## src/rtl/ysyx_23060124_wbu_pkg.sv

```systemverilog
// Shared widths, FSM encodings and the captured-instruction record for the write-back stage.
package ysyx_23060124_wbu_pkg;

  localparam int ISA_WIDTH = 32;
  localparam int REG_AW    = 5;
  localparam int CSR_AW    = 12;

  // Cause code written by the trap CSR path when an ecall retires from M-mode.
  localparam logic [ISA_WIDTH-1:0] MCAUSE_ECALL_M = 32'd11;

  typedef enum logic [1:0] {
    S_IDLE   = 2'd0,
    S_COMMIT = 2'd1,
    S_WAIT   = 2'd2
  } wbu_state_e;

  typedef struct packed {
    logic [ISA_WIDTH-1:0] pc;
    logic [ISA_WIDTH-1:0] imm;
    logic [ISA_WIDTH-1:0] src1;
    logic [ISA_WIDTH-1:0] res;
    logic [REG_AW-1:0]    rd;
    logic                 rd_wen;
    logic                 csr_wen;
    logic [CSR_AW-1:0]    csr_addr;
    logic [ISA_WIDTH-1:0] csr_wdata;
    logic                 brch;
    logic                 jal;
    logic                 jalr;
    logic                 ecall;
    logic                 mret;
    logic [ISA_WIDTH-1:0] mtvec;
    logic [ISA_WIDTH-1:0] mepc;
  } wbu_inst_t;

endpackage

```

## src/rtl/ysyx_23060124_wbu_if.sv

```systemverilog
// Bundle of all write-back stage signals: EXU-side inputs, register-file/CSR writes, IFU next-PC.
// YSYX_23060124_WBU_PERF_EN adds the retire/stall counter outputs.
interface ysyx_23060124_wbu_if;
  import ysyx_23060124_wbu_pkg::*;

  logic                 pre_valid;
  logic                 pre_ready;
  logic [ISA_WIDTH-1:0] res;
  logic [ISA_WIDTH-1:0] pc;
  logic [ISA_WIDTH-1:0] imm;
  logic [ISA_WIDTH-1:0] src1;
  logic [REG_AW-1:0]    rd;
  logic                 rd_wen;
  logic                 csr_wen;
  logic [CSR_AW-1:0]    csr_addr;
  logic [ISA_WIDTH-1:0] csr_wdata;
  logic                 brch;
  logic                 jal;
  logic                 jalr;
  logic                 ecall;
  logic                 mret;
  logic [ISA_WIDTH-1:0] mtvec;
  logic [ISA_WIDTH-1:0] mepc;

  logic                 wb_rd_wen;
  logic [REG_AW-1:0]    wb_rd_addr;
  logic [ISA_WIDTH-1:0] wb_rd_wdata;
  logic                 wb_csr_wen;
  logic [CSR_AW-1:0]    wb_csr_addr;
  logic [ISA_WIDTH-1:0] wb_csr_wdata;
  logic                 trap_wen;
  logic [ISA_WIDTH-1:0] mepc_wdata;
  logic [ISA_WIDTH-1:0] npc;
  logic                 post_valid;
  logic                 post_ready;
`ifdef YSYX_23060124_WBU_PERF_EN
  logic [63:0]          retire_cnt;
  logic [31:0]          stall_cnt;
`endif

  modport master (
    output pre_valid, res, pc, imm, src1, rd, rd_wen, csr_wen, csr_addr, csr_wdata,
           brch, jal, jalr, ecall, mret, mtvec, mepc, post_ready,
    input  pre_ready, wb_rd_wen, wb_rd_addr, wb_rd_wdata, wb_csr_wen, wb_csr_addr,
           wb_csr_wdata, trap_wen, mepc_wdata, npc, post_valid
`ifdef YSYX_23060124_WBU_PERF_EN
           , retire_cnt, stall_cnt
`endif
  );

  modport slave (
    input  pre_valid, res, pc, imm, src1, rd, rd_wen, csr_wen, csr_addr, csr_wdata,
           brch, jal, jalr, ecall, mret, mtvec, mepc, post_ready,
    output pre_ready, wb_rd_wen, wb_rd_addr, wb_rd_wdata, wb_csr_wen, wb_csr_addr,
           wb_csr_wdata, trap_wen, mepc_wdata, npc, post_valid
`ifdef YSYX_23060124_WBU_PERF_EN
           , retire_cnt, stall_cnt
`endif
  );

endinterface

```

## src/rtl/ysyx_23060124_wbu_npc.sv

```systemverilog
// Combinational next-PC select from the captured instruction fields.
module ysyx_23060124_wbu_npc
  import ysyx_23060124_wbu_pkg::*;
(
  input  logic [ISA_WIDTH-1:0] pc,
  input  logic [ISA_WIDTH-1:0] imm,
  input  logic [ISA_WIDTH-1:0] src1,
  input  logic                 taken,
  input  logic                 brch,
  input  logic                 jal,
  input  logic                 jalr,
  input  logic                 ecall,
  input  logic                 mret,
  input  logic [ISA_WIDTH-1:0] mtvec,
  input  logic [ISA_WIDTH-1:0] mepc,
  output logic [ISA_WIDTH-1:0] npc
);

  localparam logic [ISA_WIDTH-1:0] JALR_MASK = {{(ISA_WIDTH-1){1'b1}}, 1'b0};

  logic [ISA_WIDTH-1:0] seq_pc;
  logic [ISA_WIDTH-1:0] rel_pc;
  logic [ISA_WIDTH-1:0] reg_pc;

  // All sums wrap at ISA_WIDTH bits.
  assign seq_pc = pc + ISA_WIDTH'(4);
  assign rel_pc = pc + imm;
  assign reg_pc = (src1 + imm) & JALR_MASK;

  always_comb begin
    npc = seq_pc;
    if (ecall)
      npc = mtvec;
    else if (mret)
      npc = mepc;
    else if (jalr)
      npc = reg_pc;
    else if (jal || (brch && taken))
      npc = rel_pc;
  end

endmodule

```

## src/rtl/ysyx_23060124_wbu.sv

```systemverilog
// Write-back stage: captures one retired instruction, commits GPR/CSR/trap writes for one cycle,
// then offers the next PC to fetch. YSYX_23060124_WBU_PERF_EN adds retire/stall counters.
module ysyx_23060124_wbu
  import ysyx_23060124_wbu_pkg::*;
(
  input  logic               clk,
  input  logic               i_rst,
  ysyx_23060124_wbu_if.slave bus
);

  wbu_state_e           state_reg;
  wbu_state_e           state_next;
  wbu_inst_t            inst_reg;
  logic [ISA_WIDTH-1:0] npc_sel;

  logic                 pre_ready;
  logic                 post_valid;
  logic                 in_commit;
  logic                 rd_wen_out;
  logic                 csr_wen_out;
  logic                 trap_wen_out;
  logic [ISA_WIDTH-1:0] npc_out;

  // State register.
  always_ff @(posedge clk) begin
    if (i_rst)
      state_reg <= S_IDLE;
    else
      state_reg <= state_next;
  end

  // Next-state logic.
  always_comb begin
    state_next = state_reg;
    case (state_reg)
      S_IDLE:   if (bus.pre_valid) state_next = S_COMMIT;
      S_COMMIT: state_next = bus.post_ready ? S_IDLE : S_WAIT;
      S_WAIT:   if (bus.post_ready) state_next = S_IDLE;
      default:  state_next = S_IDLE;
    endcase
  end

  // Output logic: write strobes only in COMMIT so a stalled IFU never causes a second write.
  always_comb begin
    pre_ready    = 1'b0;
    post_valid   = 1'b0;
    in_commit    = 1'b0;
    rd_wen_out   = 1'b0;
    csr_wen_out  = 1'b0;
    trap_wen_out = 1'b0;
    npc_out      = '0;
    case (state_reg)
      S_IDLE: pre_ready = 1'b1;
      S_COMMIT: begin
        in_commit    = 1'b1;
        post_valid   = 1'b1;
        rd_wen_out   = inst_reg.rd_wen && (inst_reg.rd != '0);
        csr_wen_out  = inst_reg.csr_wen;
        trap_wen_out = inst_reg.ecall;
        npc_out      = npc_sel;
      end
      S_WAIT: begin
        post_valid = 1'b1;
        npc_out    = npc_sel;
      end
      default: pre_ready = 1'b0;
    endcase
  end

  // Capture every field on the accepting edge; held unchanged until the next accept.
  always_ff @(posedge clk) begin
    if (i_rst) begin
      inst_reg <= '0;
    end else if (bus.pre_valid && pre_ready) begin
      inst_reg.pc        <= bus.pc;
      inst_reg.imm       <= bus.imm;
      inst_reg.src1      <= bus.src1;
      inst_reg.res       <= bus.res;
      inst_reg.rd        <= bus.rd;
      inst_reg.rd_wen    <= bus.rd_wen;
      inst_reg.csr_wen   <= bus.csr_wen;
      inst_reg.csr_addr  <= bus.csr_addr;
      inst_reg.csr_wdata <= bus.csr_wdata;
      inst_reg.brch      <= bus.brch;
      inst_reg.jal       <= bus.jal;
      inst_reg.jalr      <= bus.jalr;
      inst_reg.ecall     <= bus.ecall;
      inst_reg.mret      <= bus.mret;
      inst_reg.mtvec     <= bus.mtvec;
      inst_reg.mepc      <= bus.mepc;
    end
  end

  ysyx_23060124_wbu_npc u_npc (
    .pc    (inst_reg.pc),
    .imm   (inst_reg.imm),
    .src1  (inst_reg.src1),
    .taken (inst_reg.res[0]),
    .brch  (inst_reg.brch),
    .jal   (inst_reg.jal),
    .jalr  (inst_reg.jalr),
    .ecall (inst_reg.ecall),
    .mret  (inst_reg.mret),
    .mtvec (inst_reg.mtvec),
    .mepc  (inst_reg.mepc),
    .npc   (npc_sel)
  );

  assign bus.pre_ready    = pre_ready;
  assign bus.post_valid   = post_valid;
  assign bus.npc          = npc_out;
  assign bus.wb_rd_wen    = rd_wen_out;
  assign bus.wb_rd_addr   = inst_reg.rd;
  assign bus.wb_rd_wdata  = inst_reg.res;
  assign bus.wb_csr_wen   = csr_wen_out;
  assign bus.wb_csr_addr  = inst_reg.csr_addr;
  assign bus.wb_csr_wdata = inst_reg.csr_wdata;
  assign bus.trap_wen     = trap_wen_out;
  assign bus.mepc_wdata   = inst_reg.pc;

`ifdef YSYX_23060124_WBU_PERF_EN
  logic [63:0] retire_cnt_reg;
  logic [31:0] stall_cnt_reg;

  always_ff @(posedge clk) begin
    if (i_rst) begin
      retire_cnt_reg <= '0;
      stall_cnt_reg  <= '0;
    end else begin
      if (in_commit)
        retire_cnt_reg <= retire_cnt_reg + 64'd1;
      if (state_reg == S_WAIT)
        stall_cnt_reg <= stall_cnt_reg + 32'd1;
    end
  end

  assign bus.retire_cnt = retire_cnt_reg;
  assign bus.stall_cnt  = stall_cnt_reg;
`endif

endmodule

```

## src/flat_wrapper.sv

```systemverilog
// flat-port wrapper written by rule: the top's interface ports become plain ports
module ysyx_23060124_wbu_flat import ysyx_23060124_wbu_pkg::*;
  (clk, i_rst, bus_pre_valid, bus_res, bus_pc, bus_imm, bus_src1, bus_rd, bus_rd_wen, bus_csr_wen, bus_csr_addr, bus_csr_wdata, bus_brch, bus_jal, bus_jalr, bus_ecall, bus_mret, bus_mtvec, bus_mepc, bus_post_ready, bus_pre_ready, bus_wb_rd_wen, bus_wb_rd_addr, bus_wb_rd_wdata, bus_wb_csr_wen, bus_wb_csr_addr, bus_wb_csr_wdata, bus_trap_wen, bus_mepc_wdata, bus_npc, bus_post_valid);
  ysyx_23060124_wbu_if bus_i ();
  input  logic clk;
  input  logic i_rst;
  input wire logic [$bits(bus_i.pre_valid)-1:0] bus_pre_valid;
  input wire logic [$bits(bus_i.res)-1:0] bus_res;
  input wire logic [$bits(bus_i.pc)-1:0] bus_pc;
  input wire logic [$bits(bus_i.imm)-1:0] bus_imm;
  input wire logic [$bits(bus_i.src1)-1:0] bus_src1;
  input wire logic [$bits(bus_i.rd)-1:0] bus_rd;
  input wire logic [$bits(bus_i.rd_wen)-1:0] bus_rd_wen;
  input wire logic [$bits(bus_i.csr_wen)-1:0] bus_csr_wen;
  input wire logic [$bits(bus_i.csr_addr)-1:0] bus_csr_addr;
  input wire logic [$bits(bus_i.csr_wdata)-1:0] bus_csr_wdata;
  input wire logic [$bits(bus_i.brch)-1:0] bus_brch;
  input wire logic [$bits(bus_i.jal)-1:0] bus_jal;
  input wire logic [$bits(bus_i.jalr)-1:0] bus_jalr;
  input wire logic [$bits(bus_i.ecall)-1:0] bus_ecall;
  input wire logic [$bits(bus_i.mret)-1:0] bus_mret;
  input wire logic [$bits(bus_i.mtvec)-1:0] bus_mtvec;
  input wire logic [$bits(bus_i.mepc)-1:0] bus_mepc;
  input wire logic [$bits(bus_i.post_ready)-1:0] bus_post_ready;
  output wire logic [$bits(bus_i.pre_ready)-1:0] bus_pre_ready;
  output wire logic [$bits(bus_i.wb_rd_wen)-1:0] bus_wb_rd_wen;
  output wire logic [$bits(bus_i.wb_rd_addr)-1:0] bus_wb_rd_addr;
  output wire logic [$bits(bus_i.wb_rd_wdata)-1:0] bus_wb_rd_wdata;
  output wire logic [$bits(bus_i.wb_csr_wen)-1:0] bus_wb_csr_wen;
  output wire logic [$bits(bus_i.wb_csr_addr)-1:0] bus_wb_csr_addr;
  output wire logic [$bits(bus_i.wb_csr_wdata)-1:0] bus_wb_csr_wdata;
  output wire logic [$bits(bus_i.trap_wen)-1:0] bus_trap_wen;
  output wire logic [$bits(bus_i.mepc_wdata)-1:0] bus_mepc_wdata;
  output wire logic [$bits(bus_i.npc)-1:0] bus_npc;
  output wire logic [$bits(bus_i.post_valid)-1:0] bus_post_valid;
  assign bus_i.pre_valid = bus_pre_valid;
  assign bus_i.res = bus_res;
  assign bus_i.pc = bus_pc;
  assign bus_i.imm = bus_imm;
  assign bus_i.src1 = bus_src1;
  assign bus_i.rd = bus_rd;
  assign bus_i.rd_wen = bus_rd_wen;
  assign bus_i.csr_wen = bus_csr_wen;
  assign bus_i.csr_addr = bus_csr_addr;
  assign bus_i.csr_wdata = bus_csr_wdata;
  assign bus_i.brch = bus_brch;
  assign bus_i.jal = bus_jal;
  assign bus_i.jalr = bus_jalr;
  assign bus_i.ecall = bus_ecall;
  assign bus_i.mret = bus_mret;
  assign bus_i.mtvec = bus_mtvec;
  assign bus_i.mepc = bus_mepc;
  assign bus_i.post_ready = bus_post_ready;
  assign bus_pre_ready = bus_i.pre_ready;
  assign bus_wb_rd_wen = bus_i.wb_rd_wen;
  assign bus_wb_rd_addr = bus_i.wb_rd_addr;
  assign bus_wb_rd_wdata = bus_i.wb_rd_wdata;
  assign bus_wb_csr_wen = bus_i.wb_csr_wen;
  assign bus_wb_csr_addr = bus_i.wb_csr_addr;
  assign bus_wb_csr_wdata = bus_i.wb_csr_wdata;
  assign bus_trap_wen = bus_i.trap_wen;
  assign bus_mepc_wdata = bus_i.mepc_wdata;
  assign bus_npc = bus_i.npc;
  assign bus_post_valid = bus_i.post_valid;
  ysyx_23060124_wbu u_core (.clk(clk), .i_rst(i_rst), .bus(bus_i));
endmodule
```

## config.mk

```make
export PLATFORM = sky130hd
export DESIGN_NAME = ysyx_23060124_wbu_flat
export DESIGN_NICKNAME = d
export VERILOG_FILES = /design/src/rtl/ysyx_23060124_wbu_pkg.sv /design/src/rtl/ysyx_23060124_wbu_if.sv /design/src/rtl/ysyx_23060124_wbu_npc.sv /design/src/rtl/ysyx_23060124_wbu.sv /design/src/flat_wrapper.sv
export SDC_FILE = /design/constraint.sdc
export NUM_CORES = 1
export LEC_CHECK = 0
export ABC_AREA = 1
export BUFFER_PORTS_ARGS = -buffer_cell sky130_fd_sc_hd__clkbuf_2
export CAP_MARGIN = 20
export CORE_MARGIN = 10
export CORE_UTILIZATION = 40
export DETAILED_ROUTE_END_ITERATION = 8
export GPL_TIMING_DRIVEN = 0
export PLACE_DENSITY = 0.68
export RECOVER_POWER = 50
export SKIP_LAST_GASP = 1
export SYNTH_ARGS = -nofsm -noshare
export SYNTH_HDL_FRONTEND = slang
export SYNTH_SLANG_ARGS = --single-unit
export TNS_END_PERCENT = 1
```

## constraint.sdc

```tcl
create_clock -name clk -period 2.2 [get_ports clk]
set_clock_uncertainty 0.1 [all_clocks]
set_input_delay 0 -clock clk [delete_from_list [all_inputs] [get_ports clk]]
set_output_delay 0 -clock clk [all_outputs]
set_load 0.02 [all_outputs]
```

After elaboration in Yosys (flattened, before gate mapping):

Index checks and enable logic that the tools add are counted.

* add/sub/neg operators: 3
* equal/unequal tests: 4
* mux-type cells: 14
* reduce and logical (&&, ||, !) cells: 8

Operators by type and width (number)
* $mux W32: 5
* $add A32 B32 Y32: 2
* $add A32 B3 Y32 const B: 1
* $mux W2: 3
* $pmux W2 S3: 1
* $mux W1: 5
* $reduce_bool A5 Y1: 1
* $ne A2 B2 Y1 const B: 2
* $logic_and A1 B1 Y1: 3
* $eq A2 B1 Y1 const B: 1
* $eq A2 B2 Y1 const B: 1
* $logic_not A2 Y1: 1
* $reduce_and A2 Y1: 1
* $reduce_or A2 Y1: 1
* $logic_or A1 B1 Y1: 1

* bits in registers: 250
* input bits: 252
* output and inout port bits: 150
* word-level logic and storage cells: 46

Longest topological paths before layout:

Gate-level depths: netlist of the first run.

* depth after elaboration: 7
* gate-level depth with buffers: 18
* depth with buffers taken out: 18

By module:

A second synthesis of the first run with hierarchy kept.

* cell total of the unflattened synthesis: 2517
* area, all modules: 15944.0 µm²

Modules (own cells, without submodules)
* ysyx_23060124_wbu: times used 1, cells each 1286, area an instance 9851.9 µm², seq. area each 5004.8 µm²
* ysyx_23060124_wbu_npc: times used 1, cells each 1231, area an instance 6092.1 µm², seq. area each 0.0 µm²

Worst setup path after synthesis of the first run:

OpenSTA, ideal clock, no wires.

* path kind: flip-flop to output port
* from: register, netlist name u_core.bus.mepc_wdata[0]
* to: output port bus_npc[4]
* arrival: 2.123 ns
* required time: 2.100 ns
* slack: -0.023 ns
* stages on the path, launching flop included: 14
* buffers on the path: 0
* path through: dfxtp_1 -> ha_1 -> inv_1 -> fa_1 -> inv_1 -> nand3_1 -> nand3_1 -> inv_1 -> or2_2 -> nand3_1 -> nand2_1 -> a21oi_1 -> nand2_1 -> a21oi_1

* longest elaborated chain between the ends: 6
* elaborated cells on any way between the ends: 7
* those cells by class: add/sub (2); mux (5)

RTL lines
* $add A32 B3 Y32 / $add A32 B32 Y32 (equally long branches): line ysyx_23060124_wbu_npc.sv:26, ysyx_23060124_wbu_npc.sv:27
* $mux W32 *: line ysyx_23060124_wbu_npc.sv:38 `else if (jal || (brch && taken))`
* $mux W32 *: line ysyx_23060124_wbu_npc.sv:36 `else if (jalr)`
* $mux W32 *: line ysyx_23060124_wbu_npc.sv:34 `else if (mret)`
* $mux W32 *: line ysyx_23060124_wbu_npc.sv:32 `if (ecall)`
* $mux W32 *: line ysyx_23060124_wbu.sv:52 `case (state_reg)`
* end: declaration: line flat_wrapper.sv:34 `output wire logic [$bits(bus_i.npc)-1:0] bus_npc;`

Every way passes the cells marked *; elsewhere a longest branch is shown, timed or not.

Worst setup path after layout of the first run:

* from: register, netlist name u_core.bus.mepc_wdata[1]
* to: output port bus_npc[28]

* longest elaborated chain between the ends: 6
* elaborated cells on any way between the ends: 7
* those cells by class: add/sub (2); mux (5)

RTL lines (line)
* $add A32 B3 Y32 / $add A32 B32 Y32 (equally long branches): ysyx_23060124_wbu_npc.sv:26, ysyx_23060124_wbu_npc.sv:27
* $mux W32 *: ysyx_23060124_wbu_npc.sv:38
* $mux W32 *: ysyx_23060124_wbu_npc.sv:36
* $mux W32 *: ysyx_23060124_wbu_npc.sv:34
* $mux W32 *: ysyx_23060124_wbu_npc.sv:32
* $mux W32 *: ysyx_23060124_wbu.sv:52

Marks and branches as above.

==> impl_results.md, run 1 <==
* YS warnings at 0
* Routability cong. at 0.955
* Clock Sinks at 250
* Max Freq at ~330 MHz
* Post-synth top area cell: dfxtp_1
* Peak supply drop at 600 uV
* Worst Path Required at 2100 ps
* Cell row count at 72
* CP max FO at 4
* Nets at 3494
* Post-Syn Nets at 2797
* GRT overflow at 0
* Largest net degree at the start of global routing at 16
* Layout Cells excl Fill at ~3700
* CP arrival at 2940 ps
* RSZ-0062 raised after global routing: yes
* Status: complete, but fails checks
* Hold_ws at 99.4 ps
* Commonest cells in the synthesized netlist: nand2_1, a21oi_1, dfxtp_1, inv_1, nor2_1
* CORE AREA at 38800 sq um
* Final Slew Violations at 0
* Netlist cell types at between 40 and 50
* Initial Utilization at 40.6%
* Layout area overhead at 49.3%
* Placed cells at 3396
* Avg Inst Size Synth at 6.36 sq um
* Min setup slack post-route at -842 ps
* Synth area leaders: dfxtp_1, nand2_1, a21oi_1
* Initial antenna violation count at 3
* Die Width at 218 um
* Max-cap violations at 0
* Synth Register Bits at 250
* Post-synth EDFFs at 0
* Total number of vias at 19800
* Global-route wire length before repair at 115 mm
* Fraction of registers with async set/reset at 0%
* Worst skew pair latency at 570 ps
* Mapped Area at 15800 sq um
* Worst-Margin Slew at 1000 ps
* Post-Route WL at around 80 mm
* Pwr Density at 655 nW/um^2
* Via-to-Cell Ratio at 5.34
* Primary FF master, synth: dfxtp_1
* Worst slew margin at 33.0%
* Final core utilization at between 60% and 70%
* Pre-CTS setup slack at -865 ps
* Die area at 47700 sq um
* GRT Util Overall at 30.8%
* Number of cells produced by synthesis at approximately 2500
* CTS H-tree depth at 1
* Finish-stage setup viols at about 270
* Worst r2r src: u_core.state_reg[1]$_SDFFE_PP0P_
* Die Ht at 218 um
* R2R depth at 8
* Crit path kind: reg -> out
* Hpwl dp at 58.1 mm
* DRC viols at 0
* Register area share after synthesis at a little under a third
* Flop2flop setup slack at -600 ps
* Startpoint Class: flop
* P_leak at a little over 10 nW
* Root Driver: clkbuf_16
* Fraction of layout cells with a size suffix above 1 at 26.2%
* Vias in the first global route at 20000
* Dpl cell area at around 18000 sq um
* Iteration-0 DRC count of the detailed router at 1529
* Num ports at 402
* Hold WC Path Type: in -> reg
* Clk buf depth at 3
* Failing checks: setup timing
* Worst setup path startpoint: u_core.bus.mepc_wdata[1]$_SDFFE_PP0P_
* Routed Antenna Nets at 0
* Number of buffers added on ports at 400
* TritonCTS buffer count at 29
* Final period util at 138%
* Reg2reg end: u_core.bus.mepc_wdata[22]$_SDFFE_PP0P_
* Area of the multi-input gates at 10200 sq um
* Sequential Area at 5160 sq um
* Hold Violations, Final at 0
* Post-synth top area share at 31.8%
* Period minus WS final at slightly above 3000 ps
* Most frequent cell after synthesis: nand2_1
* Filler cell count in the final layout at 3498
* Worst Setup EP: bus_npc[28]
* CTS tree: yes
* Avg WL per Cell at 20.9 um
* Crit path capture type: output port
* Drt first pass iters at 8
* Max FFs per register at 135
* Min-Delay Path Depth at 4
* Clock transition at the registers of the reported paths at 70 ps
* Fin area at 23500 sq um
how the worst min path moves through the flow:
stage | to | from
global route | u_core.inst_reg[37]$_SDFFE_PP0P_ | bus_mtvec[5]
detailed placement | u_core.bus.wb_rd_wdata[21]$_SDFFE_PP0P_ | bus_res[21]
floorplan | u_core.inst_reg[27]$_SDFFE_PP0P_ | bus_mepc[27]
CTS | u_core.bus.wb_csr_addr[2]$_SDFFE_PP0P_ | bus_csr_addr[2]
global placement | u_core.bus.wb_rd_wdata[10]$_SDFFE_PP0P_ | bus_res[10]
finish | u_core.inst_reg[200]$_SDFFE_PP0P_ | bus_imm[16]
where the power goes:
part	internal [mW]	switching [mW]	total [mW]
logic	1.98	3.06	5.04
clock network	2.87	2.04	4.91
registers	4.93	0.528	5.46
total	9.79	5.62	15.4
what timing repair did:
item	CTS	global route
pin swaps	15	46
hold endpoints to repair	250	0
resized for setup	191	224
endpoints found under the setup margin	273	276
setup buffers	8	8
hold buffers	250	0
area by class of cell:
type / count / area share (%)
Antenna cell: 6 / 0.0638
Clock buffer: 37 / 3.34
Timing Repair Buffer: 666 / 19.7
Inverter: 184 / 2.95
Tap cell: 518 / 2.76
Multi-Input combinational cell: 1823 / 43.2
Sequential cell: 250 / 22.0
Clock inverter: 12 / 0.697
Buffer: 221 / 5.37
metrics by stage:
step | power (mW) | setup TNS [ps]
6_report | 15.4 | -113120
5_1_grt | 16.0 | -157620
4_1_cts | 15.0 | -104970
3_5_place_dp | 9.51 | -89930
3_3_place_gp | 9.46 | -85980
2_1_floorplan | 7.83 | -7.52
critical path, cell delays in order (launching register included):
cell and delay (ps):
dfxtp_2 400, inv_1 120, fa_2 420, inv_2 90
nand3_2 80, nand3_4 110, nand2_4 60, nand2_4 100
nand2_2 60, nand2_2 100, nand2_2 70, nand3_2 80
nand3_2 130, nand2_4 150, nand3_1 80, nand2_1 90
inv_2 50, clkbuf_8 140
layer usage:
layer	vias up	part of all wire [%]	GRT usage [%]
met3	241	7.8	5.93
met2	940	48	53.9
li1	9328	-	-
met1	9323	39	35.8
met4	0	5.0	13.6
met5	-	0	0
cells by family after synthesis:
logic type	share of synthesized area, %
and+or+nand+nor	31.9
AOI/OAI and AO/OA	16.8
buffers and inverters	12.4
DFF	31.8
adders and majority gates	5.42
xor gates and xnor gates	1.78
layout by cell type, fill, tap and decap left out, types with 59 or more instances in the layout:
| cell | synthesis | layout |
|---|---|---|
| inv_1 | 180 | 175 |
| buf_4 | 113 | 137 |
| dfxtp_1 | 250 | 190 |
| nand2_1 | 880 | 830 |
| clkbuf_2 | 0 | 324 |
| dlygate4sd3_1 | 0 | 250 |
| clkbuf_1 | 95 | 158 |
| nor2_1 | 143 | 113 |
| nand3_1 | 116 | 93 |
| a21oi_1 | 353 | 320 |
| o21ai_0 | 64 | 59 |
Note: power is estimated with default switching activity, not from simulation.
==> inputs of run 2 (changes only) <==
--- a/config.mk
+++ b/config.mk
@@ -10,9 +10,10 @@
 export CAP_MARGIN = 20
 export CORE_MARGIN = 10
 export CORE_UTILIZATION = 40
+export CTS_CLUSTER_SIZE = 10
 export DETAILED_ROUTE_END_ITERATION = 8
 export GPL_TIMING_DRIVEN = 0
-export PLACE_DENSITY = 0.68
+export PLACE_DENSITY = 0.66
 export RECOVER_POWER = 50
 export SKIP_LAST_GASP = 1
 export SYNTH_ARGS = -nofsm -noshare
==> constraint.sdc (replaced) <==
create_clock -name clk -period 3 [get_ports clk]
set_clock_uncertainty 0.1 [all_clocks]
set_input_delay 0 -clock clk [delete_from_list [all_inputs] [get_ports clk]]
set_output_delay 0 -clock clk [all_outputs]
set_load 0.02 [all_outputs]
==> run 2 against run 1 <==
Net effect:
- the run still ends with setup timing left
- clock-buffer cell count rose by 1
- setup slack better by 720 ps
- critical path type unchanged
- routed wire length shrank 0.33%
- critical path depth is 1 lower
- core utilization shrank 1.3 points
- sequential cell count unchanged
- total power is 29% lower
==> impl_results.md, run 2 (synthesis results as in run 1) <==
* Hold Path Sink: u_core.inst_reg[167]$_SDFFE_PP0P_
* CORE AREA at 38800 sq um
* Clk buf depth at 3
* Worst Path Required at 2900 ps
* Initial Utilization at 40.6%
* Worst-Margin Slew at 872 ps
* DRC viols at 0
* Worst r2r src: u_core.state_reg[1]$_SDFFE_PP0P_
* Nets at 3492
* CP arrival at 3020 ps
* Clock Sinks at 250
* Final period util at 104%
* Die Width at 218 um
* Worst path slowest cell: dfxtp_4
* Num ports at 402
* Largest stage delay, worst path at a little over 400 ps
* Placed cells at 3396
* Hold WC Path Type: in -> reg
* Pre-CTS setup slack at -45.2 ps
* Largest net degree at the start of global routing at 18
* Die area at 47700 sq um
* Min setup slack post-route at -121 ps
* Layout area overhead at 46.2%
* Root Driver: clkbuf_16
* Layout Cells excl Fill at 3709
* Avg WL per Cell at ~21 um
* Flop pwr share at 36.6%
* Iteration-0 DRC count of the detailed router at 1501
* Final core utilization at 59.3%
* Pwr Density at between 400 and 500 nW/um^2
* Hpwl dp at 59.4 mm
* Initial antenna violation count at 1
* Switching Fraction at approximately 37%
* RSZ-0062 raised after global routing: yes
* Total number of vias at 19500
* Combinational share of power at 33.0%
* Reg2reg end: u_core.bus.mepc_wdata[8]$_SDFFE_PP0P_
* Number of buffers added on ports at 400
* CP max FO at 4
* GRT overflow at 0
* Routability cong. at 0.967
* Commonest non-fill, non-tap cell in the layout: nand2_1
* Finish-stage setup viols at 27
* CTS tree: yes
* Peak supply drop at 439 uV
* Cell row count at 72
* Routed Antenna Nets at 0
* TritonCTS buffer count at 30
* Period minus WS final at 3120 ps
* Final Slew Violations at 0
* Clock transition at the registers of the reported paths at approximately 60 ps
* Int Pwr at 6.90 mW
* GRT Util Overall at a little under a third
* Min-Delay Path Depth at 4
* Flop2flop setup slack at 90 ps
* Crit path capture type: output port
* Die Ht at between 200 and 250 um
* Hold_ws at 86.9 ps
* Critical-path cell list: ha_4, inv_2, fa_2, inv_2, nand3_4, nand3_4, nand2_4, nand2_4, nand3_4, a21oi_2, nand3b_1, nand3_2, nand3_2, nand2_4, inv_2, buf_8
* Max-cap violations at 0
* Worst slew margin at 41.6%
* CTS H-tree depth at 1
* Via-to-Cell Ratio at 5.26
* Clk pwr share at 30.4%
* P_leak at 10.0 nW
* Max Freq at 320 MHz
* Fraction of layout cells with a size suffix above 1 at 23.5%
* Status: complete, but fails checks
* Hold Crit Start: bus_src1[15]
* Sum Neg Setup Slack at -1530 ps
* Post-Route WL at 77.5 mm
* Leading cell types in the layout, fill and taps excluded: nand2_1, a21oi_1, clkbuf_2
* Startpoint Class: flop
* Vias in the first global route at 20000
* R2R depth at 8
* Crit path kind: reg -> out
* Drt first pass iters at 6
* Net Sw Power at 4.02 mW
* Failing checks: setup timing
* Max FFs per register at around 140
* Global-route wire length before repair at 116 mm
* Hold Violations, Final at 0
* Worst skew pair latency at 590 ps
run 2: cell types whose count changed in the layout (fill, tap and decap cells not counted), moves of 13 or more:
cell      delta
nand2_1     +17
dfxtp_4     -17
clkbuf_2    -27
nand2_2     -14
clkbuf_1    +30
dfxtp_2     +13
ha_4        -16
run 2: layout make-up:
type,count,area [sq um]
Fill cell,3703,15800
Multi-Input combinational cell,1823,9870
Sequential cell,250,5110
Timing Repair Buffer,663,4560
Buffer,221,1260
Clock buffer,38,821
Inverter,184,693
Tap cell,518,648
Clock inverter,3,42.5
Antenna cell,9,22.5
run 2: worst max path at each step:
stage	start	to	slack (ps)
floorplan	u_core.bus.mepc_wdata[0]$_SDFFE_PP0P_	bus_npc[4]	780
global placement	u_core.inst_reg[184]$_SDFFE_PP0P_	bus_npc[16]	-40
detailed placement	u_core.inst_reg[184]$_SDFFE_PP0P_	bus_npc[16]	-50
CTS	u_core.inst_reg[184]$_SDFFE_PP0P_	bus_npc[16]	-100
global route	u_core.inst_reg[184]$_SDFFE_PP0P_	bus_npc[16]	-210
finish	u_core.inst_reg[184]$_SDFFE_PP0P_	bus_npc[16]	-120
run 2: routing by layer:
metal	part of all wire (%)	global-route usage [%]	vias up	routed length, um
li1	-	-	9315	-
met1	39	36.3	9078	30200
met2	48	54.0	905	37300
met3	7.8	6.01	229	6030
met4	5.1	14.1	0	3980
met5	0	0	-	0
run 2: critical path, delay by kind of cell, from the launching register on:
kind,cells,cell delay [ps]
fa+ha+maj,2,500
flops,1,410
simple gates,9,1080
compound gates,1,120
buf+inv,4,300
run 2: timing repair:
action	CTS	global route
hold buffers	252	0
endpoints found under the setup margin	32	46
endpoints found under the hold margin	250	0
setup buffers	7	4
pin swaps	18	16
gates resized for setup	179	145
run 2: power groups by stage:
stage | clock network, mW | logic [mW] | registers (mW)
global placement | 0 | 2.98 | 3.99
floorplan | 0 | 1.92 | 3.83
detailed placement | 0 | 3.00 | 3.99
global route | 3.51 | 3.87 | 4.01
finish | 3.32 | 3.60 | 4.00
CTS | 3.37 | 3.43 | 3.96
run 2: metrics by stage:
stage,power (mW),cell area (sq um)
2_1_floorplan,5.74,15800
3_3_place_gp,6.96,18400
3_5_place_dp,6.99,18400
4_1_cts,10.8,22500
5_1_grt,11.4,23000
6_report,10.9,23000
